**config.mk**
```make
export PLATFORM = sky130hd
export DESIGN_NAME = softmax_div_ctrl
export DESIGN_NICKNAME = d
export VERILOG_FILES = /design/src/rtl/softmax_pkg.sv /design/src/rtl/lat_valid_pipe.sv /design/src/rtl/softmax_div_ctrl.sv
export SDC_FILE = /design/constraint.sdc
export NUM_CORES = 1
export LEC_CHECK = 0
export ABC_AREA = 1
export BUFFER_PORTS_ARGS = -buffer_cell sky130_fd_sc_hd__buf_2
export CAP_MARGIN = 20
export CORE_MARGIN = 3
export CORE_UTILIZATION = 57
export CTS_BUF_LIST = sky130_fd_sc_hd__clkbuf_2 sky130_fd_sc_hd__clkbuf_4 sky130_fd_sc_hd__clkbuf_8
export DETAILED_ROUTE_END_ITERATION = 12
export PLACE_DENSITY = 0.95
export SLEW_MARGIN = 0
export SYNTH_ARGS = -nofsm -noshare
export SYNTH_HDL_FRONTEND = slang
export SYNTH_SLANG_ARGS = --single-unit
```
**constraint.sdc**
```tcl
create_clock -name clk -period 4.75 [get_ports clk]
set_input_delay 1.1875 -clock clk [delete_from_list [all_inputs] [get_ports clk]]
set_output_delay 1.1875 -clock clk [all_outputs]
set_load 0.005 [all_outputs]
```
**src/rtl/softmax_pkg.sv**
```systemverilog
// Shared definitions for the softmax normalisation divider path.
package softmax_pkg;

  // Sequencer states for the divide controller.
  typedef enum logic [1:0] {
    IDLE  = 2'd0,
    ISSUE = 2'd1,
    DRAIN = 2'd2,
    DONE  = 2'd3
  } state_t;

  // Divider latency shared with proab_calu so both ends stay matched.
  localparam int SOFTMAX_DIV_LAT = 14;

endpackage

```
**src/rtl/lat_valid_pipe.sv**
```systemverilog
// Resettable 1-bit shift register that tracks in-flight operations.
module lat_valid_pipe #(
  parameter int DEPTH = 15
) (
  input  logic clk,
  input  logic rst,
  input  logic push,
  output logic pop
);

  logic [DEPTH-1:0] stage;

  // Shift the valid token one stage per cycle; reset drops all tokens.
  always_ff @(posedge clk) begin
    if (!rst) begin
      stage <= '0;
    end else begin
      stage <= {stage[DEPTH-2:0], push};
    end
  end

  assign pop = stage[DEPTH-1];

endmodule

```
**src/rtl/softmax_div_ctrl.sv**
```systemverilog
// Streams intermediate values through the fixed-latency divider and writes
// each quotient back at the index it was read from.
module softmax_div_ctrl
  import softmax_pkg::*;
#(
  parameter int DW      = 32,
  parameter int AW      = 10,
  parameter int DIV_LAT = SOFTMAX_DIV_LAT
) (
  input  logic          clk,
  input  logic          rst,
  input  logic          start,
  input  logic [AW-1:0] len,
  input  logic [DW-1:0] sum_in,
  output logic          busy,
  output logic          done,
  output logic          rd_en,
  output logic [AW-1:0] rd_addr,
  input  logic [DW-1:0] rd_data,
  output logic [DW-1:0] div_a,
  output logic [DW-1:0] div_b,
  input  logic [DW-1:0] div_result,
  output logic          wr_en,
  output logic [AW-1:0] wr_addr,
  output logic [DW-1:0] wr_data
);

  state_t        state;
  logic [AW-1:0] len_reg;
  logic [DW-1:0] sum_reg;
  logic [AW-1:0] wr_cnt;
  logic          rd_en_d;
  logic          pop;
  logic          job_start;

  assign job_start = (state == IDLE) && start;

  // Control FSM; rd_addr doubles as the read counter.
  always_ff @(posedge clk) begin
    if (!rst) begin
      state   <= IDLE;
      busy    <= 1'b0;
      done    <= 1'b0;
      rd_en   <= 1'b0;
      rd_addr <= '0;
      len_reg <= '0;
      sum_reg <= '0;
    end else begin
      case (state)
        IDLE: begin
          done <= 1'b0;
          if (start) begin
            len_reg <= len;
            sum_reg <= sum_in;
            busy    <= 1'b1;
            rd_addr <= '0;
            if (len == '0) begin
              rd_en <= 1'b0;
              state <= DONE;
            end else begin
              rd_en <= 1'b1;
              state <= ISSUE;
            end
          end
        end
        ISSUE: begin
          if (rd_addr == len_reg - AW'(1)) begin
            rd_en <= 1'b0;
            state <= DRAIN;
          end else begin
            rd_addr <= rd_addr + AW'(1);
          end
        end
        DRAIN: begin
          // wr_cnt reaches len on the edge that issues the last write.
          if (wr_cnt == len_reg) begin
            done  <= 1'b1;
            state <= DONE;
          end
        end
        DONE: begin
          // An empty job enters with done low and raises it first, so
          // done always lands one cycle after the DONE entry decision.
          if (done) begin
            done  <= 1'b0;
            busy  <= 1'b0;
            state <= IDLE;
          end else begin
            done <= 1'b1;
          end
        end
        default: state <= IDLE;
      endcase
    end
  end

  // Operand and collect stages around the divider.
  always_ff @(posedge clk) begin
    if (!rst) begin
      rd_en_d <= 1'b0;
      div_a   <= '0;
      div_b   <= '0;
      wr_en   <= 1'b0;
      wr_addr <= '0;
      wr_data <= '0;
      wr_cnt  <= '0;
    end else begin
      rd_en_d <= rd_en;
      if (rd_en_d) begin
        div_a <= rd_data;
        div_b <= sum_reg;
      end
      wr_en <= pop;
      if (pop) begin
        wr_data <= div_result;
        wr_addr <= wr_cnt;
        wr_cnt  <= wr_cnt + AW'(1);
      end else if (job_start) begin
        wr_cnt <= '0;
      end
    end
  end

  // Token enters with the operands and exits when the quotient is ready.
  lat_valid_pipe #(
    .DEPTH(DIV_LAT + 1)
  ) u_valid_pipe (
    .clk (clk),
    .rst (rst),
    .push(rd_en_d),
    .pop (pop)
  );

endmodule

```
==> metrics.csv <==
metric,value,unit
Die ar.,0.01437,mm2
"Setup Fix Bufs, Post-CTS",0,
Async SR Flop Fraction,0,%
Mapped Cells,974,
CP required,5.11,ns
highest-delay cell along the critical path,clkinv_1,
crit-path max FO,91,
H-Tree Depth,4,
CTS Buf Count,17,
core footprint,0.01236,mm2
io pins,229,
Synth top area share,51.47,%
final setup margin,2.161,ns
DRC viols,0,
f_max,386.2,MHz
antenna-violating nets left,0,
Final Hold Violating Endpoints,0,
family with the most delay on the worst path,buffers and inverters,
hold path start,u_valid_pipe.stage[3]$_SDFF_PN0_,
Post-DP HPWL,13050,um
final setup skew,0.01663,ns
Area growth syn-to-layout,21.42,%
ranking of synthesized cells by area,"dfxtp_1 (51%), nor2_1 (15%), o21ai_0 (10%)",
sequential-to-total area share from yosys stat,51.47,%
worst skew pair latency,0.45,ns
Slew headroom,49.76,%
Setup crit end kind,flop,
"Distinct cells, synth",37,
Final setup viols,0,
VDD IR-drop max,0.0003552,V
Rows,40,
initial antenna violation count,1,
critical path arrival,2.95,ns
Max clock buf depth,2,
ys flop type,dfxtp_1,
Die W,119.9,um
Mapped Nets,1090,
clk sinks,190,
Vias/cell,5.263,
Final GP Congestion,0.8819,
Synthesis Warnings,0,
number of hold buffers added after CTS,0,
crit share post-route,54.51,%
via count,7126,
placed cell count,1319,
r2r startpoint,state[0]$_SDFFE_PN0P_,
clock root buffer,clkbuf_8,
all-layer global routing usage,25.98,%
worst setup path category,input port to flop,
Avg WL per Cell,14.10,um
Tmin final,2.589,ns
RSZ-0062 raised after global routing,no,
post-synth top area cell,dfxtp_1,
final wirelength,19100,um
Max-Cap Viols,0,
Worst Hold Class,flop to flop,
clk slew on worst S/H paths,0.10,ns
leakage dissipation,4.491,nW
largest net degree at the start of global routing,92,
Starting Density,59.78,%
Post-synth EDFFs,0,
share of layout cells above drive strength 1,24.89,%
Max stage delay on crit path,0.76,ns
vias in the first global route,6695,
hold slack,0.4177,ns
Final nets,1288,
setup tns final,0,ns
register bit count reported by yosys,190,
PwrDens,446.9,mW/mm2
drt first pass iters,7,
outcome,finished clean,
startpoint class of the critical path,input port,
max-slew violations,0,
"count leader, synth",nor2_1,
first-pass GRT wire length,30830,um
DP Worst Slack,1.747,ns
critical-path cell list,buf_4 > clkinv_1 > a211oi_1,
PostCTS Resize Cnt,0,
worst setup path startpoint,rst,
non-filler instance count after layout,1354,
Slew @ Worst Pin,0.7536,ns
GRT overflow,0,
Iter 0 DRT Violations,708,
post-synthesis cell area,0.007390,mm2
Mean Syn Cell Area,7.587,um2
Port-buffer cells,228,
top post-synthesis cells by count,"nor2_1 (291), dfxtp_1 (190), o21ai_0 (153)",
CTS tree,done,
worst path buffer plus inverter count,2,
chip height,119.9,um
[layer usage]
layer / GRT usage, % / wire length, um
met5: 0 / 0
met4: 9.091 / 411
met3: 8.483 / 1529
met2: 43.33 / 9344
met1: 31.60 / 7809
[layout by cell type, fill, tap and decap left out, drive strengths merged, types with 8 or more instances in the layout]
master,count
a21oi,38
buf,235
clkbuf,19
clkinv,8
dfxtp,190
inv,64
nand2,93
nand3,24
nand4,10
nor2,296
o21ai,155
o22ai,9
xor2,10
[worst register-to-register path: cells and delay by family (launching register included)]
kind,cells,cell delay (ns)
fa+ha+maj,1,0.28
simple gates,3,0.70
buf+inv,2,0.51
flops,1,0.37
compound gates,2,0.33
[final cells by class]
class                           count  area (um2)
Antenna cell                        1       2.502
Clock buffer                       19       255.2
Clock inverter                     13       106.4
Fill cell                         945        3390
Inverter                           62       232.7
Multi-Input combinational cell    666        3132
Sequential cell                   190        3805
Tap cell                          168       210.2
Timing Repair Buffer              235        1229
[worst paths after layout]
kind                                                    endpoint  slack [ns]  cells past startpoint
worst max-delay path                      wr_cnt[3]$_SDFFE_PN0P_        2.16                      3
worst min-delay path            u_valid_pipe.stage[4]$_SDFF_PN0_        0.42                      2
worst max register to register           rd_addr[1]$_SDFFE_PN0P_        2.49                      8
worst min register to register  u_valid_pipe.stage[4]$_SDFF_PN0_        0.42                      2
[cell families (layout without fill, tap and decap cells)]
family / count (synthesis) / after routing / share of synthesized area [%]
compound gates: 209 / 209 / 14.92
buf+inv: 118 / 329 / 6.146
simple gates: 435 / 435 / 24.50
xor+xnor: 15 / 15 / 1.778
other cells: 0 / 1 / 0
flops: 190 / 190 / 51.47
fa+ha+maj: 7 / 7 / 1.185
[power breakdown]
group          internal, W  switching, W  leakage [nW]
logic             0.000389      0.000663          2.76
clock network     0.000393      0.000584         0.181
registers          0.00183      0.000149          1.55
[stage by stage]
| stage | area (um2) | total power (W) | util (%) |
|---|---|---|---|
| 2_1_floorplan | 7390 | 0.002697 | - |
| 3_3_place_gp | 8561 | 0.003013 | 69.25 |
| 3_5_place_dp | 8561 | 0.003052 | 69.25 |
| 4_1_cts | 8922 | 0.004018 | 72.18 |
| 5_1_grt | 8972 | 0.004266 | 72.58 |
| 6_report | 8972 | 0.004009 | 72.58 |
(Power assumes the default switching activity.)
